===== src/rtl/ebus_phi_rx_if.sv =====
// Bus-side timing signals seen by the PHI/reset receive monitor.
// The slave modport is the monitor; the master modport drives PHI and bus reset.
interface ebus_phi_rx_if #(
  parameter int CNT_W = 8
);
  logic             ebus_phi;
  logic             ebus_reset_n;
  logic             phi_rise;
  logic             phi_fall;
  logic [CNT_W-1:0] phi_period;
  logic             phi_valid;
  logic             phi_stalled;
  logic             turbo_detected;
  logic             bus_reset;
  logic             reset_done;
  logic [7:0]       reset_len;

  modport master (
    output ebus_phi, ebus_reset_n,
    input  phi_rise, phi_fall, phi_period, phi_valid, phi_stalled,
           turbo_detected, bus_reset, reset_done, reset_len
  );

  modport slave (
    input  ebus_phi, ebus_reset_n,
    output phi_rise, phi_fall, phi_period, phi_valid, phi_stalled,
           turbo_detected, bus_reset, reset_done, reset_len
  );
endinterface


===== src/rtl/ebus_phi_rx.sv =====
// Tracks external bus PHI and bus reset in the sysclk domain: edge strobes,
// PHI period/lock/stall/turbo status, glitch-filtered bus reset and its length.
module ebus_phi_rx #(
  parameter int CNT_W         = 8,
  parameter int STALL_CYCLES  = 64,
  parameter int TURBO_MAX     = 5,
  parameter int FILTER_CYCLES = 4
) (
  input  logic         sysclk,
  input  logic         reset_n,
  ebus_phi_rx_if.slave bus
);

  localparam int FW = $clog2(FILTER_CYCLES) + 1;
  localparam logic [CNT_W-1:0] CNT_MAX  = '1;
  localparam logic [CNT_W-1:0] STALL_TH = CNT_W'(STALL_CYCLES - 1);
  localparam logic [CNT_W-1:0] TURBO_TH = CNT_W'(TURBO_MAX);
  localparam logic [FW-1:0]    FLT_TH   = FW'(FILTER_CYCLES - 1);

  typedef enum logic [1:0] {IDLE, ACQ, LOCK, STALL} phi_state_t;

  phi_state_t       r_state;
  phi_state_t       w_state_nxt;

  logic             r_phi_s1, r_phi_s2, r_phi_d;
  logic             r_rst_s1, r_rst_s2;
  logic             w_rise, w_fall;

  logic [CNT_W-1:0] r_cnt;
  logic [CNT_W-1:0] w_meas;
  logic             w_stall_hit;

  logic             r_phi_rise, r_phi_fall;
  logic [CNT_W-1:0] r_period, w_period_nxt;
  logic             r_valid, w_valid_nxt;
  logic             r_stalled, w_stalled_nxt;
  logic             r_turbo, w_turbo_nxt;

  logic [FW-1:0]    r_fcnt;
  logic             r_bus_reset;
  logic             w_disagree, w_toggle, w_assert, w_deassert;
  logic [7:0]       r_rcnt, w_rcnt_nxt;
  logic [7:0]       r_reset_len;
  logic             r_reset_done;

  // PHI resets to low and bus reset line to released, so no edge or reset is seen out of reset
  always_ff @(posedge sysclk or negedge reset_n) begin
    if (!reset_n) begin
      r_phi_s1 <= 1'b0;
      r_phi_s2 <= 1'b0;
      r_phi_d  <= 1'b0;
      r_rst_s1 <= 1'b1;
      r_rst_s2 <= 1'b1;
    end else begin
      r_phi_s1 <= bus.ebus_phi;
      r_phi_s2 <= r_phi_s1;
      r_phi_d  <= r_phi_s2;
      r_rst_s1 <= bus.ebus_reset_n;
      r_rst_s2 <= r_rst_s1;
    end
  end

  assign w_rise      = r_phi_s2 & ~r_phi_d;
  assign w_fall      = ~r_phi_s2 & r_phi_d;
  assign w_meas      = (r_cnt == CNT_MAX) ? CNT_MAX : r_cnt + 1'b1;
  assign w_stall_hit = (r_cnt == STALL_TH);

  always_ff @(posedge sysclk or negedge reset_n) begin
    if (!reset_n) begin
      r_cnt <= '0;
    end else if (w_rise) begin
      r_cnt <= '0;
    end else if (r_cnt != CNT_MAX) begin
      r_cnt <= r_cnt + 1'b1;
    end
  end

  always_ff @(posedge sysclk or negedge reset_n) begin
    if (!reset_n) begin
      r_state <= IDLE;
    end else begin
      r_state <= w_state_nxt;
    end
  end

  // A rise on the threshold cycle takes priority over declaring a stall
  always_comb begin
    w_state_nxt = r_state;
    case (r_state)
      IDLE:    if (w_rise) w_state_nxt = ACQ;
      ACQ:     if (w_rise) w_state_nxt = LOCK;
               else if (w_stall_hit) w_state_nxt = STALL;
      LOCK:    if (!w_rise && w_stall_hit) w_state_nxt = STALL;
      STALL:   if (w_rise) w_state_nxt = ACQ;
      default: w_state_nxt = IDLE;
    endcase
  end

  always_comb begin
    w_period_nxt = r_period;
    if (w_state_nxt == STALL) begin
      w_period_nxt = '0;
    end else if (w_rise && (r_state == ACQ || r_state == LOCK)) begin
      w_period_nxt = w_meas;
    end
    w_valid_nxt   = (w_state_nxt == LOCK);
    w_stalled_nxt = (w_state_nxt == STALL);
    w_turbo_nxt   = w_valid_nxt && (w_period_nxt <= TURBO_TH);
  end

  always_ff @(posedge sysclk or negedge reset_n) begin
    if (!reset_n) begin
      r_phi_rise <= 1'b0;
      r_phi_fall <= 1'b0;
      r_period   <= '0;
      r_valid    <= 1'b0;
      r_stalled  <= 1'b0;
      r_turbo    <= 1'b0;
    end else begin
      r_phi_rise <= w_rise;
      r_phi_fall <= w_fall;
      r_period   <= w_period_nxt;
      r_valid    <= w_valid_nxt;
      r_stalled  <= w_stalled_nxt;
      r_turbo    <= w_turbo_nxt;
    end
  end

  // Synced line low while bus_reset low (or high while high) is a disagreeing sample
  assign w_disagree = (r_rst_s2 == r_bus_reset);
  assign w_toggle   = w_disagree && (r_fcnt == FLT_TH);
  assign w_assert   = w_toggle & ~r_bus_reset;
  assign w_deassert = w_toggle & r_bus_reset;

  always_ff @(posedge sysclk or negedge reset_n) begin
    if (!reset_n) begin
      r_fcnt      <= '0;
      r_bus_reset <= 1'b0;
    end else if (!w_disagree || w_toggle) begin
      r_fcnt      <= '0;
      r_bus_reset <= r_bus_reset ^ w_toggle;
    end else begin
      r_fcnt      <= r_fcnt + 1'b1;
    end
  end

  assign w_rcnt_nxt = (r_bus_reset && w_rise && r_rcnt != 8'hFF) ? r_rcnt + 8'd1 : r_rcnt;

  always_ff @(posedge sysclk or negedge reset_n) begin
    if (!reset_n) begin
      r_rcnt       <= '0;
      r_reset_len  <= '0;
      r_reset_done <= 1'b0;
    end else begin
      r_rcnt       <= w_assert ? 8'd0 : w_rcnt_nxt;
      r_reset_done <= w_deassert;
      if (w_deassert) begin
        r_reset_len <= w_rcnt_nxt;
      end
    end
  end

  assign bus.phi_rise       = r_phi_rise;
  assign bus.phi_fall       = r_phi_fall;
  assign bus.phi_period     = r_period;
  assign bus.phi_valid      = r_valid;
  assign bus.phi_stalled    = r_stalled;
  assign bus.turbo_detected = r_turbo;
  assign bus.bus_reset      = r_bus_reset;
  assign bus.reset_done     = r_reset_done;
  assign bus.reset_len      = r_reset_len;

endmodule


===== src/flat_wrapper.sv =====
// flat-port wrapper written by rule: the top's interface ports become plain ports
module ebus_phi_rx_flat 
#(
  parameter int CNT_W         = 8,
  parameter int STALL_CYCLES  = 64,
  parameter int TURBO_MAX     = 5,
  parameter int FILTER_CYCLES = 4
)
  (sysclk, reset_n, bus_ebus_phi, bus_ebus_reset_n, bus_phi_rise, bus_phi_fall, bus_phi_period, bus_phi_valid, bus_phi_stalled, bus_turbo_detected, bus_bus_reset, bus_reset_done, bus_reset_len);
  ebus_phi_rx_if #(.CNT_W(CNT_W)) bus_i ();
  input  logic sysclk;
  input  logic reset_n;
  input wire logic [$bits(bus_i.ebus_phi)-1:0] bus_ebus_phi;
  input wire logic [$bits(bus_i.ebus_reset_n)-1:0] bus_ebus_reset_n;
  output wire logic [$bits(bus_i.phi_rise)-1:0] bus_phi_rise;
  output wire logic [$bits(bus_i.phi_fall)-1:0] bus_phi_fall;
  output wire logic [$bits(bus_i.phi_period)-1:0] bus_phi_period;
  output wire logic [$bits(bus_i.phi_valid)-1:0] bus_phi_valid;
  output wire logic [$bits(bus_i.phi_stalled)-1:0] bus_phi_stalled;
  output wire logic [$bits(bus_i.turbo_detected)-1:0] bus_turbo_detected;
  output wire logic [$bits(bus_i.bus_reset)-1:0] bus_bus_reset;
  output wire logic [$bits(bus_i.reset_done)-1:0] bus_reset_done;
  output wire logic [$bits(bus_i.reset_len)-1:0] bus_reset_len;
  assign bus_i.ebus_phi = bus_ebus_phi;
  assign bus_i.ebus_reset_n = bus_ebus_reset_n;
  assign bus_phi_rise = bus_i.phi_rise;
  assign bus_phi_fall = bus_i.phi_fall;
  assign bus_phi_period = bus_i.phi_period;
  assign bus_phi_valid = bus_i.phi_valid;
  assign bus_phi_stalled = bus_i.phi_stalled;
  assign bus_turbo_detected = bus_i.turbo_detected;
  assign bus_bus_reset = bus_i.bus_reset;
  assign bus_reset_done = bus_i.reset_done;
  assign bus_reset_len = bus_i.reset_len;
  ebus_phi_rx #(.CNT_W(CNT_W), .STALL_CYCLES(STALL_CYCLES), .TURBO_MAX(TURBO_MAX), .FILTER_CYCLES(FILTER_CYCLES)) u_core (.sysclk(sysclk), .reset_n(reset_n), .bus(bus_i));
endmodule

===== config.mk =====
export PLATFORM = sky130hd
export DESIGN_NAME = ebus_phi_rx_flat
export DESIGN_NICKNAME = d
export VERILOG_FILES = /design/src/rtl/ebus_phi_rx_if.sv /design/src/rtl/ebus_phi_rx.sv /design/src/flat_wrapper.sv
export SDC_FILE = /design/constraint.sdc
export NUM_CORES = 1
export LEC_CHECK = 0
export CORE_UTILIZATION = 25
export DETAILED_ROUTE_END_ITERATION = 8
export HOLD_SLACK_MARGIN = 0.03
export PLACE_DENSITY_LB_ADDON = 0.25
export SYNTH_ARGS = -nofsm -noshare
export SYNTH_HDL_FRONTEND = slang
export SYNTH_SLANG_ARGS = --single-unit
export TNS_END_PERCENT = 20

===== constraint.sdc =====
create_clock -name sysclk -period 2.85 [get_ports sysclk]
set_clock_uncertainty 0.1 [all_clocks]
set_input_delay 0.57 -clock sysclk [delete_from_list [all_inputs] [get_ports sysclk]]
set_output_delay 0.57 -clock sysclk [all_outputs]
set_load 0.01 [all_outputs]

==> results of run 1 <==
## through the flow
step	hold WS (ps)	setup slack, ps	power [mW]	utilization
finish	256	510	2.32	0.316
global route	271	309	2.53	0.316
CTS	260	513	2.37	0.316
detailed placement	239	543	1.95	0.306
global placement	243	580	1.95	0.306
floorplan	174	839	1.60	-
## where the power goes
group	leakage [nW]	switching [mW]	internal [mW]
Clock	0.0450	0.230	0.171
Combinational	0.512	0.471	0.430
Sequential	0.623	0.131	0.892
## layout make-up
type,instances,area [µm²],share of cell area
Multi-Input combinational cell,134,893,0.337
Clock buffer,6,72.6,0.0274
Sequential cell,49,1230,0.463
Clock inverter,2,10.0,0.00378
Tap cell,105,131,0.0496
Inverter,10,37.5,0.0142
Timing Repair Buffer,29,278,0.105
## critical path, cell delays in order, from the launching register on
cell and delay [ps]:
sky130_fd_sc_hd__dfrtp_1 420, sky130_fd_sc_hd__ha_1 220, sky130_fd_sc_hd__and3_1 320, sky130_fd_sc_hd__o211ai_1 130, sky130_fd_sc_hd__a222oi_1 410, sky130_fd_sc_hd__and2_1 510
sky130_fd_sc_hd__nor3_2 90
## cells by family after synthesis
logic type                 Yosys count  share of synthesized area
xor gates and xnor gates            11                     0.0438
DFF                                 49                      0.559
AOI/OAI and AO/OA                   30                      0.112
and+or+nand+nor                     82                      0.191
adders and majority gates            8                     0.0455
muxes                                3                     0.0137
buffers and inverters               17                     0.0347
## cells in the mapped netlist, drive strengths merged
cell,number
nor2b,2
mux2i,3
or2b,2
and3,5
and2,4
o211ai,1
xnor2,5
buf,5
nor2,39
nand3,5
a21oi,11
xor2,6
inv,10
and4,1
nand4,3
dfrtp,47
a2111oi,2
nand3b,1
and4bb,1
o22ai,1
a222oi,1
a311oi,3
nor3,5
or4,1
o21ai,4
clkbuf,2
o21a,3
nand2,10
ha,8
dfstp,2
nand2b,3
a211oi,4
## registers in the layout, indices dropped and copies added, names as in the netlist, 2 cells and up
register / cells
u_core.r_fcnt: 3
u_core.r_state: 2
u_core.bus.phi_period: 8
u_core.r_cnt: 8
u_core.bus.reset_len: 8
u_core.r_rcnt: 8
## per-layer routing
layer	routed length, µm	track usage	share of wire
met1	2050	0.135	0.50
met4	37	0.0299	0.0089
met5	0	0	0
met3	130	0.0237	0.031
met2	1920	0.167	0.46
## final timing paths
| kind | endpoint |
|---|---|
| setup / recovery | u_core.bus.phi_period[1] |
| hold / removal | u_core.bus.phi_period[5] |
| setup reg to reg | u_core.bus.phi_period[1] |
| hold reg to reg | u_core.r_phi_s2 |
| max in group asynchronous | u_core.bus.phi_stalled |
| min in group sysclk | u_core.r_phi_s2 |
==> impl_metrics.toml, run 1 <==
[clock_tree]
max-clock-path-buffers = 2
clk_transition_reported_paths_ps = 90
number_of_levels_in_the_clock_h_tree = 2
cts.sink_count = 49
cts_buffers = 5
worstSkewPairLatency_ps = 300
hold_buffer_count_at_cts = 0
tritoncts = "yes"
cts-resized-gates = 0
cts_root_buf = "sky130_fd_sc_hd__clkbuf_8"
postCtsSetupRepairBufs = 0

[final_layout]
num-nets-final = 241
post_layout_nonfiller_instances = 335
antennaDiodeCount = 0
final_area_mm2 = 0.00265
syn_to_final_growth_pct = 20.6
final_common_cell = "sky130_fd_sc_hd__dfrtp_1"
layout-drive-gt1-share = 0.122
final_cell_mix = "sky130_fd_sc_hd__dfrtp_1, sky130_fd_sc_hd__nor2_1, sky130_fd_sc_hd__clkdlybuf4s50_1, sky130_fd_sc_hd__a21oi_1"
filler_cell_count = 877

[yosys]
main_area_contributors_after_synthesis = "sky130_fd_sc_hd__dfrtp_1, sky130_fd_sc_hd__nor2_1, sky130_fd_sc_hd__ha_1"
synth.largest_area_cell = "sky130_fd_sc_hd__dfrtp_1"
synth.yosys.seq_area_share = 0.559
number_of_cells_produced_by_synthesis = 200
synth_largest_type_area_fraction = 0.535
mappedNetlistArea_mm2 = 0.00220
synthDistinctLibCells = 43
syn-num-nets = 212
synthesized_flop_and_latch_total = 49
avgSynthCellArea_um2 = 11.0
synth_warnings = 0

[place]
post-dp-hpwl_um = 2860
gp_congestion = 0.707
numPlacedInstances = 327
buffer_ports.inserted = 26
post_dp_cell_area_mm2 = 0.00257

[worst_setup_path]
reg2regPathDepth = 6
critical_path_peak_fanout = 9
worst_ep_required_time_ps = 2930
critical_path.endpoint_type = "flop"
timing.critical_path.from_type = "flop"
timing.critical_path.arrival_ps = 2420
timing.reg2reg.setup_slack_ps = 510
regToRegStartpoint = "u_core.r_cnt[0]"
cp-startpoint = "u_core.r_cnt[0]"
criticalPathCategory = "flop to flop"

[global_routing]
grt_overflow = 0
number_of_antenna_violations_at_the_first_check_in_global_routing = 0
track_usage = 0.102
maximum_number_of_pins_on_one_net_before_global_route_repair = 50
first_global_vias = 1501
grt_pass1_wl_um = 7190

[floorplanning]
chipHeight_um = 95.8
ioPinCount = 27
design.core.area_mm2 = 0.00838
floorplan.initialDensity = 0.262
die_width_um = 95.8
placement_rows = 33
die-area_mm2 = 0.00917

[timing]
unrepaired_setup_endpoints_after_global_routing = "no"
slew_violations = 0
setup_viol = 0
worstMarginPinSlew_ps = 649
setup_tns_ps = 0
timing_hold_violations_final = 0
clock.fmax_mhz = 427
layout_worst_path_cycle_share = 0.821
finalCriticalPeriod_ps = 2340
max_slew_margin = 0.567

[drt]
postRouteWirelength_um = 4140
detailroute.via_count = 1457
detail_route.first_pass.iterations = 4
drt-wirelength-per-cell_um = 12.4
via_per_inst = 4.35
drcViolationCount = 0
ant_nets = 0
initialDrtViolationCount = 79

[job]
timing.max_cap.violations = 0

[power_and_ir_drop]
leakage_nw = 1.18
power_density_over_the_cells_mw_per_mm2 = 876
vdd_drop_max_v = 0.000394

[worst_hold_path]
worstHoldPathType = "primary input to async pin"

[outcome]
status = "finished clean"
(Power assumes the default switching activity.)
==> inputs of run 2 (changes only) <==
==> constraint.sdc (replaced) <==
create_clock -name sysclk -period 2.3 [get_ports sysclk]
set_clock_uncertainty 0.1 [all_clocks]
set_input_delay 0.46 -clock sysclk [delete_from_list [all_inputs] [get_ports sysclk]]
set_output_delay 0.46 -clock sysclk [all_outputs]
set_load 0.01 [all_outputs]
==> run 2 against run 1 <==
- cell area is 2.3% higher
- sequential power is 25% higher
- global-route usage is 0.33 points higher
- clock-buffer cell count is 2 higher
- final cell count is 1.5% higher
- via count is 2.1% higher
- critical path depth stayed put
- utilization is 0.72 points higher
- sequential share of layout area is 1.0 points lower
- first-iteration DRC count is 39% lower
==> impl_metrics.toml, run 2 (synthesis gave the netlist of run 1 again) <==
[worst_setup_path]
timing.critical_path.arrival_ps = 2240
timing.reg2reg.setup_slack_ps = 160
criticalPathCategory = "flop to flop"
worst_ep_required_time_ps = 2400
critical_path_peak_fanout = 7
regToRegStartpoint = "u_core.r_cnt[0]"
timing.critical_path.from_type = "flop"
reg2regPathDepth = 6
cp_cell_sequence = "ha_1, and3_1, and3_4, nor3_2, nand4_1, a2111oi_2"
critPathSlowestCell = "sky130_fd_sc_hd__dfrtp_1"
worst_r2r_endpoint = "u_core.bus.turbo_detected"
timing.critical_path.max_delay_family = "simple AND/OR/NAND/NOR gates"
slowest_delay_ps = 440
critical_path.endpoint_type = "flop"
critPathBufInv = 0

[drt]
drcViolationCount = 0
drt-wirelength-per-cell_um = 12.6
initialDrtViolationCount = 48
detail_route.first_pass.iterations = 4
detailroute.via_count = 1487
via_per_inst = 4.37
postRouteWirelength_um = 4290
ant_nets = 0

[clock_tree]
clk_transition_reported_paths_ps = 90
hold_buffer_count_at_cts = 0
worstSkewPairLatency_ps = 300
cts.sink_count = 49
number_of_levels_in_the_clock_h_tree = 2
postCtsSetupRepairBufs = 0
max-clock-path-buffers = 2
cts_buffers = 5
cts-resized-gates = 0
cts_root_buf = "sky130_fd_sc_hd__clkbuf_8"
tritoncts = "yes"

[final_layout]
layout-drive-gt1-share = 0.132
post_layout_nonfiller_instances = 340
filler_cell_count = 856
antennaDiodeCount = 0
num-nets-final = 246
syn_to_final_growth_pct = 23.3
final_cell_mix = "sky130_fd_sc_hd__dfrtp_1, sky130_fd_sc_hd__nor2_1, sky130_fd_sc_hd__clkdlybuf4s50_1, sky130_fd_sc_hd__a21oi_1"
final_common_cell = "sky130_fd_sc_hd__dfrtp_1"

[timing]
finalCriticalPeriod_ps = 2140
clock.fmax_mhz = 467
max_slew_margin = 0.613
setup_tns_ps = 0
timing_hold_violations_final = 0
setup_viol = 0
worstMarginPinSlew_ps = 581
slew_violations = 0
layout_worst_path_cycle_share = 0.931
unrepaired_setup_endpoints_after_global_routing = "no"

[place]
post-dp-hpwl_um = 3090
numPlacedInstances = 332
buffer_ports.inserted = 26
gp_congestion = 0.716

[global_routing]
grt_overflow = 0
number_of_antenna_violations_at_the_first_check_in_global_routing = 0
grt_pass1_wl_um = 7300
track_usage = 0.106
first_global_vias = 1518
maximum_number_of_pins_on_one_net_before_global_route_repair = 50

[floorplanning]
die_width_um = 95.8
placement_rows = 33
die-area_mm2 = 0.00917
ioPinCount = 27
design.core.area_mm2 = 0.00838
chipHeight_um = 95.8
floorplan.initialDensity = 0.262

[power_and_ir_drop]
vdd_drop_max_v = 0.000482
power_density_over_the_cells_mw_per_mm2 = 1090
leakage_nw = 1.21

[outcome]
status = "finished clean"

[job]
timing.max_cap.violations = 0

[worst_hold_path]
worstHoldPathType = "primary input to async pin"
## run 2: cell count changes in the layout (fill, tap and decap cells not counted), sizes merged
cell / before / now
clkbuf: 6 / 8
buf: 4 / 9
clkinv: 2 / 0
## run 2: worst max-delay path by stage
stage                                from  depth (start not counted)                        end  slack [ps]
after floorplan           u_core.r_cnt[0]                          7  u_core.bus.turbo_detected         290
after global placement    u_core.r_cnt[0]                          6  u_core.bus.turbo_detected         230
after detailed placement  u_core.r_cnt[0]                          7   u_core.bus.phi_period[0]         170
after CTS                 u_core.r_cnt[0]                          6  u_core.bus.turbo_detected         150
after global routing      u_core.r_cnt[0]                          7   u_core.bus.phi_period[0]           6
final                     u_core.r_cnt[0]                          6  u_core.bus.turbo_detected         160
## run 2: metrics by stage
step / hold WS, ps / utilization / worst slack [ps] / power, mW / cell area, µm²
after floorplan: 64.4 / - / 289 / 1.98 / 2200
after global placement: 237 / 0.314 / 225 / 2.49 / 2630
after detailed placement: 238 / 0.314 / 166 / 2.50 / 2630
after CTS: 38.2 / 0.323 / 151 / 3.01 / 2710
after global routing: 51.2 / 0.323 / 5.81 / 3.18 / 2710
final: 24.8 / 0.323 / 159 / 2.96 / 2710
## run 2: per-layer routing
metal | wire [µm] | part of all wire | track usage
met1 | 1960 | 0.46 | 0.129
met2 | 2140 | 0.50 | 0.185
met3 | 140 | 0.033 | 0.0237
met4 | 51 | 0.012 | 0.0336
met5 | 0 | 0 | 0
## run 2: layout make-up
type | instances | area [µm²] | share of cell area
Sequential cell | 49 | 1230 | 0.453
Multi-Input combinational cell | 134 | 893 | 0.329
Timing Repair Buffer | 34 | 340 | 0.126
Tap cell | 105 | 131 | 0.0485
Clock buffer | 8 | 80.1 | 0.0295
Inverter | 10 | 37.5 | 0.0138
## run 2: where the power goes
group          internal (mW)  total (mW)  leakage, nW  switching (mW)
Sequential              1.11        1.27        0.623           0.168
Combinational          0.595        1.18        0.545           0.587
Clock                  0.217       0.502       0.0395           0.285
Total                   1.92        2.96         1.21            1.04
==> inputs of run 3 (changes only) <==
--- a/config.mk
+++ b/config.mk
@@ -5,7 +5,8 @@
 export SDC_FILE = /design/constraint.sdc
 export NUM_CORES = 1
 export LEC_CHECK = 0
-export CORE_UTILIZATION = 25
+export CAP_MARGIN = 20
+export CORE_UTILIZATION = 54
 export DETAILED_ROUTE_END_ITERATION = 8
 export HOLD_SLACK_MARGIN = 0.03
 export PLACE_DENSITY_LB_ADDON = 0.25
==> run 3 against run 2 <==
- wire length up 5.0%
- clock-buffer cell count down 1
- sequential share of layout area up 0.57 points
- global-route usage up 13 points
- fmax down 6.1%
- register-to-register slack worse by 140 ps
- critical path depth up 1
- worst setup slack worse by 140 ps
- via count up 5.7%
- critical path type unchanged
==> impl_metrics.toml, run 3 (synthesis gave the netlist of run 1 again) <==
[clock_tree]
number_of_levels_in_the_clock_h_tree = 2
clk_transition_reported_paths_ps = 80
max-clock-path-buffers = 2
hold_buffer_count_at_cts = 0
tritoncts = "yes"
cts.sink_count = 49
worstSkewPairLatency_ps = 290
cts_buffers = 5
cts_root_buf = "sky130_fd_sc_hd__clkbuf_8"

[drt]
initialDrtViolationCount = 83
postRouteWirelength_um = 4500
via_per_inst = 5.55
detailroute.via_count = 1572
drcViolationCount = 0
detail_route.first_pass.iterations = 4
topRoutingLayerUsed = "met4"
detailroute.wirelength.met3_um = 194
drt-wirelength-per-cell_um = 15.9
detail_route.wirelength.met1_um = 1870
detailed_route_wirelength_on_metal2_um = 2370
ant_nets = 0

[worst_setup_path]
timing.critical_path.max_delay_family = "compound AO/OA/AOI/OAI gates"
critPathBufInv = 1
critical_path_peak_fanout = 9
regToRegStartpoint = "u_core.r_cnt[0]"
timing.critical_path.arrival_ps = 2320
worst_ep_required_time_ps = 2340
timing.critical_path.from_type = "flop"
cp-startpoint = "u_core.r_cnt[0]"
cp_cell_sequence = "ha_1, and3_2, o211ai_1, a222oi_1, and2_1, buf_12, a311oi_2"
critical_path.endpoint_type = "flop"
critPathSlowestCell = "sky130_fd_sc_hd__a222oi_1"
criticalPathCategory = "flop to flop"
slowest_delay_ps = 500

[final_layout]
post_layout_nonfiller_instances = 283
final_cell_mix = "sky130_fd_sc_hd__dfrtp_1, sky130_fd_sc_hd__nor2_1, sky130_fd_sc_hd__clkdlybuf4s50_1, sky130_fd_sc_hd__a21oi_1, sky130_fd_sc_hd__nand2_1"
num-nets-final = 246
antennaDiodeCount = 0
layout-drive-gt1-share = 0.149
final_common_cell = "sky130_fd_sc_hd__dfrtp_1"
syn_to_final_growth_pct = 21.8

[timing]
worstMarginPinSlew_ps = 595
timing_hold_violations_final = 0
slew_violations = 0
finalCriticalPeriod_ps = 2280
max_slew_margin = 0.599
layout_worst_path_cycle_share = 0.992
setup_viol = 0
clock.fmax_mhz = 438

[global_routing]
number_of_antenna_violations_at_the_first_check_in_global_routing = 0
first_global_vias = 1682
track_usage = 0.234
maximum_number_of_pins_on_one_net_before_global_route_repair = 28
grt_pass1_wl_um = 7610
grt_overflow = 0

[floorplanning]
design.core.area_mm2 = 0.00377
ioPinCount = 27
chipHeight_um = 65.8
floorplan.initialDensity = 0.583
placement_rows = 22
die_width_um = 65.8
die-area_mm2 = 0.00433

[outcome]
status = "finished clean"

[place]
post-dp-hpwl_um = 3310
numPlacedInstances = 273
gp_congestion = 0.969
buffer_ports.inserted = 26

[power_and_ir_drop]
vdd_drop_max_v = 0.000775
power_mw = 3.10
leakage_nw = 1.21
power_density_over_the_cells_mw_per_mm2 = 1160

[job]
timing.max_cap.violations = 0

[worst_hold_path]
worstHoldPathType = "primary input to async pin"
==> run 3: worst paths after layout <==
kind | to | slack (ps) | depth (start not counted)
max | u_core.bus.phi_period[0] | 20 | 7
min | u_core.r_fcnt[2] | 70 | 1
max reg2reg | u_core.bus.phi_period[0] | 20 | 7
min reg2reg | u_core.r_phi_s2 | 260 | 0
max in group asynchronous | u_core.r_cnt[6] | 1510 | 2
min in group sysclk | u_core.r_phi_s2 | 260 | 0
==> run 3: repair_timing <==
item,CTS,global route
setup endpoints to repair,0,9
resized for setup,0,4
setup buffers,0,2
==> run 3: report_power, final <==
group	internal [mW]	switching (mW)
clock network	0.244	0.266
logic	0.638	0.669
registers	1.11	0.181
==> run 3: layer usage <==
metal  vias to the layer above  track usage
met3                        12       0.0414
li1                        746            -
met1                       759        0.282
met4                         0        0.101
met2                        55        0.409
met5                         -            0
==> run 3: area by class of cell <==
type	instances	area (µm²)
clock inverters	1	7.51
well taps	48	60.1
inverters	10	41.3
fillers	253	1090
clock buffers	7	86.3
multi-input cells	134	913
repair buffers	34	340
flip-flops and latches	49	1230
==> run 3: stage by stage <==
stage	hold WS, ps	setup WS (ps)	setup TNS, ps	cell area (µm²)	utilization
CTS	76.3	25.1	0	2640	0.700
global placement	238	261	0	2540	0.675
global route	108	-35.5	-54.3	2680	0.710
detailed placement	242	37.7	0	2540	0.675
finish	65.7	18.8	0	2680	0.710
floorplan	64.4	289	0	2200	-
